[src/rtl/rsa_pkg.sv]
// Shared definitions for the RSA sequencing controller: FSM state encoding and
// default widths/limits used by the controller and its optional watchdog.
package rsa_pkg;

  typedef enum logic [1:0] {
    ST_IDLE = 2'd0,
    ST_LOAD = 2'd1,
    ST_RUN  = 2'd2,
    ST_DONE = 2'd3
  } rsa_state_t;

  localparam int DEFAULT_WORD_SIZE      = 32;
  localparam int DEFAULT_TIMEOUT_CYCLES = 65535;

endpackage

[src/rtl/rsa_watchdog.sv]
// RUN-state cycle counter for the RSA controller; expired flags the last
// permitted RUN cycle so the controller can abort on that edge.
module rsa_watchdog
  import rsa_pkg::*;
#(
  parameter int TimeoutCycles = DEFAULT_TIMEOUT_CYCLES
) (
  input  logic clk,
  input  logic reset,
  input  logic clear,
  input  logic enable,
  output logic expired
);

  localparam int CntW = $clog2(TimeoutCycles + 1);

  logic [CntW-1:0] cnt_reg;

  // Counter holds j-1 during the j-th enabled cycle, so expiry lands on cycle TimeoutCycles.
  assign expired = enable && (cnt_reg == CntW'(TimeoutCycles - 1));

  always_ff @(posedge clk) begin
    if (reset || clear) begin
      cnt_reg <= '0;
    end else if (enable && !expired) begin
      cnt_reg <= cnt_reg + CntW'(1);
    end
  end

endmodule

[src/rtl/rsa_controller.sv]
// Load/run sequencer between the host valid/ready ports and the modexp datapath.
// Optional RUN watchdog is compiled in with RSA_CTRL_TIMEOUT_EN.
module rsa_controller
  import rsa_pkg::*;
#(
  parameter int WordSize      = DEFAULT_WORD_SIZE,
  parameter int LoadCycles    = 1,
  parameter int TimeoutCycles = DEFAULT_TIMEOUT_CYCLES
) (
  input  logic                clk,
  input  logic                reset,
  input  logic                in_valid,
  output logic                in_ready,
  input  logic [WordSize-1:0] in_text,
  input  logic [WordSize-1:0] in_key,
  input  logic [WordSize-1:0] in_mod,
  output logic                out_valid,
  input  logic                out_ready,
  output logic [WordSize-1:0] out_text,
  output logic                out_error,
  output logic                busy,
  output logic [WordSize-1:0] dp_input_text,
  output logic [WordSize-1:0] dp_key,
  output logic [WordSize-1:0] dp_mod,
  output logic                dp_load,
  output logic                dp_running,
  input  logic                dp_over,
  input  logic [WordSize-1:0] dp_output_text
);

  localparam int LoadCntW = (LoadCycles > 1) ? $clog2(LoadCycles) : 1;

  rsa_state_t          state_reg;
  logic [LoadCntW-1:0] load_cnt_reg;
  logic                in_ready_reg;
  logic                out_valid_reg;
  logic                out_error_reg;
  logic                busy_reg;
  logic                dp_load_reg;
  logic                dp_running_reg;
  logic [WordSize-1:0] out_text_reg;
  logic [WordSize-1:0] dp_text_reg;
  logic [WordSize-1:0] dp_key_reg;
  logic [WordSize-1:0] dp_mod_reg;
  logic                run_expired;

`ifdef RSA_CTRL_TIMEOUT_EN
  rsa_watchdog #(
    .TimeoutCycles(TimeoutCycles)
  ) u_watchdog (
    .clk    (clk),
    .reset  (reset),
    .clear  (state_reg != ST_RUN),
    .enable (state_reg == ST_RUN),
    .expired(run_expired)
  );
`else
  // Without the watchdog RUN never expires.
  assign run_expired = (TimeoutCycles < 0);
`endif

  always_ff @(posedge clk) begin
    if (reset) begin
      state_reg      <= ST_IDLE;
      load_cnt_reg   <= '0;
      in_ready_reg   <= 1'b0;
      out_valid_reg  <= 1'b0;
      out_error_reg  <= 1'b0;
      busy_reg       <= 1'b0;
      dp_load_reg    <= 1'b0;
      dp_running_reg <= 1'b0;
      out_text_reg   <= '0;
      dp_text_reg    <= '0;
      dp_key_reg     <= '0;
      dp_mod_reg     <= '0;
    end else begin
      case (state_reg)
        ST_IDLE: begin
          if (in_valid && in_ready_reg) begin
            dp_text_reg  <= in_text;
            dp_key_reg   <= in_key;
            dp_mod_reg   <= in_mod;
            in_ready_reg <= 1'b0;
            busy_reg     <= 1'b1;
            // A modulus below 2 has no meaningful result; reject without touching the datapath.
            if (in_mod < WordSize'(2)) begin
              state_reg     <= ST_DONE;
              out_valid_reg <= 1'b1;
              out_error_reg <= 1'b1;
              out_text_reg  <= '0;
            end else begin
              state_reg    <= ST_LOAD;
              dp_load_reg  <= 1'b1;
              load_cnt_reg <= '0;
            end
          end else begin
            in_ready_reg <= 1'b1;
          end
        end
        ST_LOAD: begin
          if (load_cnt_reg == LoadCntW'(LoadCycles - 1)) begin
            state_reg      <= ST_RUN;
            dp_load_reg    <= 1'b0;
            dp_running_reg <= 1'b1;
          end else begin
            load_cnt_reg <= load_cnt_reg + LoadCntW'(1);
          end
        end
        ST_RUN: begin
          if (dp_over) begin
            state_reg      <= ST_DONE;
            dp_running_reg <= 1'b0;
            out_valid_reg  <= 1'b1;
            out_error_reg  <= 1'b0;
            out_text_reg   <= dp_output_text;
          end else if (run_expired) begin
            state_reg      <= ST_DONE;
            dp_running_reg <= 1'b0;
            out_valid_reg  <= 1'b1;
            out_error_reg  <= 1'b1;
            out_text_reg   <= '0;
          end
        end
        ST_DONE: begin
          if (out_ready) begin
            state_reg     <= ST_IDLE;
            out_valid_reg <= 1'b0;
            busy_reg      <= 1'b0;
            in_ready_reg  <= 1'b1;
          end
        end
        default: state_reg <= ST_IDLE;
      endcase
    end
  end

  assign in_ready      = in_ready_reg;
  assign out_valid     = out_valid_reg;
  assign out_error     = out_error_reg;
  assign out_text      = out_text_reg;
  assign busy          = busy_reg;
  assign dp_load       = dp_load_reg;
  assign dp_running    = dp_running_reg;
  assign dp_input_text = dp_text_reg;
  assign dp_key        = dp_key_reg;
  assign dp_mod        = dp_mod_reg;

endmodule

[config.mk]
export PLATFORM = sky130hd
export DESIGN_NAME = rsa_controller
export DESIGN_NICKNAME = d
export VERILOG_FILES = /design/src/rtl/rsa_pkg.sv /design/src/rtl/rsa_watchdog.sv /design/src/rtl/rsa_controller.sv
export SDC_FILE = /design/constraint.sdc
export NUM_CORES = 1
export LEC_CHECK = 0
export CORE_MARGIN = 4
export CORE_UTILIZATION = 41
export CTS_BUF_LIST = sky130_fd_sc_hd__clkbuf_2
export CTS_CLUSTER_DIAMETER = 60
export CTS_CLUSTER_SIZE = 8
export DETAILED_ROUTE_END_ITERATION = 10
export PLACE_DENSITY = 0.94
export RECOVER_POWER = 100
export SETUP_SLACK_MARGIN = 0.05
export SKIP_CTS_REPAIR_TIMING = 1
export SYNTH_ARGS = -nofsm -noshare
export SYNTH_HDL_FRONTEND = slang
export SYNTH_HIERARCHICAL = 1
export SYNTH_SLANG_ARGS = --single-unit
[constraint.sdc]
create_clock -name clk -period 2.3 [get_ports clk]
set_input_delay 0.345 -clock clk [delete_from_list [all_inputs] [get_ports clk]]
set_output_delay 0.345 -clock clk [all_outputs]
set_load 0.02 [all_outputs]
==> results.py <==
metrics = {
    "sta": {
        "finalSetupViolCount": 0,
        "final_hold_slack_ps": 147,
        "tightest_slew_ps": 662,
        "max_freq_mhz": 470,
        "skew_ps": 20.1,
        "layout_min_cycle_time_ps": 2130,
        "timing.max_slew.rel_slack": 0.559,
        "grt_setup_unrepaired": "no",
        "finalMaxSlewViolations": 0,
        "final_hold_viol_count": 0,
        "finalCritPeriodShare": 0.926,
        "fin_ws_ps": 170,
    },
    "die": {
        "io_pins": 267,
        "dieArea_mm2": 0.0149,
        "start_util": 0.421,
        "core.rowCount": 41,
        "floorplan.die.height_um": 122,
        "coreArea_mm2": 0.0127,
        "die_span_x_um": 122,
    },
    "synthesis": {
        "synthArstFlopShare": 0,
        "mean_cell_area_of_the_mapped_netlist_um2": 8.39,
        "synth.yosys.seq_area_share": 0.510,
        "synth_cells": 636,
        "flop_and_latch_count_out_of_synthesis": 136,
        "synthesized_cell_area_mm2": 0.00533,
        "dominantRegCellSynth": "dfxtp_1",
        "synth_area_in_compound_gates": 0.178,
        "yosys-mux-area-fraction": 0.00281,
        "yosys_warnings": 6,
        "synth-adder-area-share": 0.00938,
        "ys_types": 38,
        "synth_simple_gate_area_frac": 0.226,
        "syn_nets": 773,
        "post_synth_xor_area_fraction": 0,
        "synth_enable_flop_cells": 0,
        "synth_top_family_by_area": "simple AND/OR/NAND/NOR gates",
    },
    "route": {
        "drcViolationCount": 0,
        "top_signal_layer_used": "met4",
        "drt-met1-wl_um": 6270,
        "met2_wire_length_um": 8700,
        "met3_wirelength_um": 1910,
        "total_routed_wirelength_um": 17300,
        "avgRoutedWirePerCell_um": 16.2,
        "dr.first_iter.drc_count": 391,
        "number_of_vias_per_cell_after_detailed_routing": 5.12,
        "drt_pass1_iterations": 5,
        "dr_total_vias": 5473,
        "drt.antenna.violating_nets": 0,
    },
    "place": {
        "hpwlAfterDp_um": 12600,
        "place_congestion": 0.786,
        "buffer_ports.inserted": 266,
        "place_worst_setup_slack_ps": 37.7,
    },
    "run": {
        "max_capacitance_violation_count": 0,
    },
    "cells_and_area": {
        "final_common_cell": "nand2_1",
        "areaGrowthSynthToFinish_pct": 56.8,
        "final_cell_mix": "nand2_1, clkdlybuf4s50_1, dfxtp_1",
        "drive_above_1_share": 0.0693,
        "fin_nets": 1020,
    },
    "setup_path": {
        "startpoint_class": "register",
        "cpMaxStageDelayCell": "dlygate4sd3_1",
        "cp_cell_sequence": "dlygate4sd3_1",
        "worst_setup_path_end_kind": "output pin",
        "worstPathArrival_ps": 1780,
        "critPathKind": "register to output pin",
        "path_delay_family": "buffers and inverters",
        "cp_slowest_stage_delay_ps": 700,
        "timing.critical_path.required_ps": 1960,
        "critical_path.n_buffers_inverters": 1,
        "worst-path-max-fanout": 2,
    },
    "min_path": {
        "min-delay-path-class": "primary input to register",
    },
    "power": {
        "total_leakage_power_nw": 3.24,
        "post-layout-total-power_mw": 7.22,
        "fraction_of_power_consumed_by_sequential_logic": 0.384,
        "power.switching_fraction": 0.362,
        "power_report.internal_total_mw": 4.61,
        "clock_power_share": 0.266,
        "p_switching_mw": 2.62,
        "power.share.combinational": 0.350,
        "power_per_cell_area_mw_per_mm2": 863,
        "power.ir.vdd_worst_mv": 0.507,
    },
    "global_routing": {
        "grt_pass1_vias": 5373,
        "grt.overflow.total": 0,
        "grt_first_pass_wirelength_um": 27200,
        "pin_count_of_the_biggest_net_entering_global_routing": 65,
        "antenna_violations_before_repair": 1,
        "all_layer_global_routing_usage": 0.232,
    },
    "clocking": {
        "htree_num_levels": 4,
        "tritoncts": "yes",
        "clockBufferDepth": 2,
        "clock_sinks": 136,
        "clock_latency_ps": 700,
        "clkSlewWorstSetupHoldPaths_ps": 210,
        "cts-buffers-inserted": 17,
        "master_cell_of_the_clock_root_buffer": "clkbuf_2",
    },
    "status": {
        "run_status": "completed",
    },
}
[power groups by stage]
stage	clock (mW)	combinational (mW)	sequential, mW
after floorplan	0	1.38	3.11
after global placement	0	2.61	2.81
after detailed placement	0	2.65	2.83
after CTS	1.97	2.66	2.78
after global routing	2.07	2.75	2.80
final	1.92	2.53	2.77
[layer usage]
metal  GRT usage  vias up
li1            -     2659
met1       0.250     2521
met2       0.394      258
met3       0.104       35
met4       0.101        0
met5           0        -
[cell families after synthesis]
kind of cell | after synthesis
DFF | 136
buffers and inverters | 58
muxes | 1
AOI/OAI and AO/OA | 179
adders and majority gates | 4
and+or+nand+nor | 258
[path summary, 6_finish.rpt]
path	cells after the start	slack, ps	startpoint	end
max	1	170	dp_mod[1]	dp_mod[1]
max reg2reg	7	210	state_reg[0]	out_valid
min reg2reg	2	460	dp_mod[10]	dp_mod[10]
min	3	150	in_text[20]	dp_input_text[20]
[stage by stage]
step | area (um2) | util | setup TNS, ps | std cells
after floorplan | 5330 | - | 0 | 636
after global placement | 8040 | 0.634 | 0 | 1035
after detailed placement | 8040 | 0.634 | 0 | 1035
after CTS | 8380 | 0.661 | -12.1 | 1066
after global routing | 8360 | 0.660 | 0 | 1068
final | 8360 | 0.660 | 0 | 1068
[Yosys cell counts (2+ instances only)]
cell | number | area, um2
a31oi_1 | 2 | 12.5
a21oi_1 | 132 | 661
nand4_2 | 2 | 25.0
nor2_1 | 9 | 33.8
nor3_1 | 2 | 10.0
a22oi_1 | 3 | 22.5
nor4_2 | 3 | 37.5
inv_1 | 5 | 18.8
bufbuf_8 | 3 | 56.3
nand3_1 | 2 | 10.0
ha_1 | 4 | 50.1
o21ai_1 | 14 | 70.1
buf_6 | 6 | 67.6
nor4_4 | 4 | 85.1
o21ai_0 | 21 | 105
dfxtp_1 | 136 | 2720
clkbuf_2 | 5 | 25.0
nand4_1 | 32 | 200
buf_2 | 6 | 30.0
clkbuf_8 | 6 | 82.6
clkbuf_1 | 24 | 90.1
nor2b_1 | 2 | 12.5
nand2_1 | 198 | 743
[layout make-up]
cell class              count  area, um2
fillers                  1011       4310
repair buffers            280       2820
flip-flops and latches    136       2720
multi-input cells         442       2240
clock inverters            13        251
well taps                 172        215
clock buffers              18       90.1
inverters                   6       22.5
diodes                      1       2.50
(Power assumes the default switching activity.)
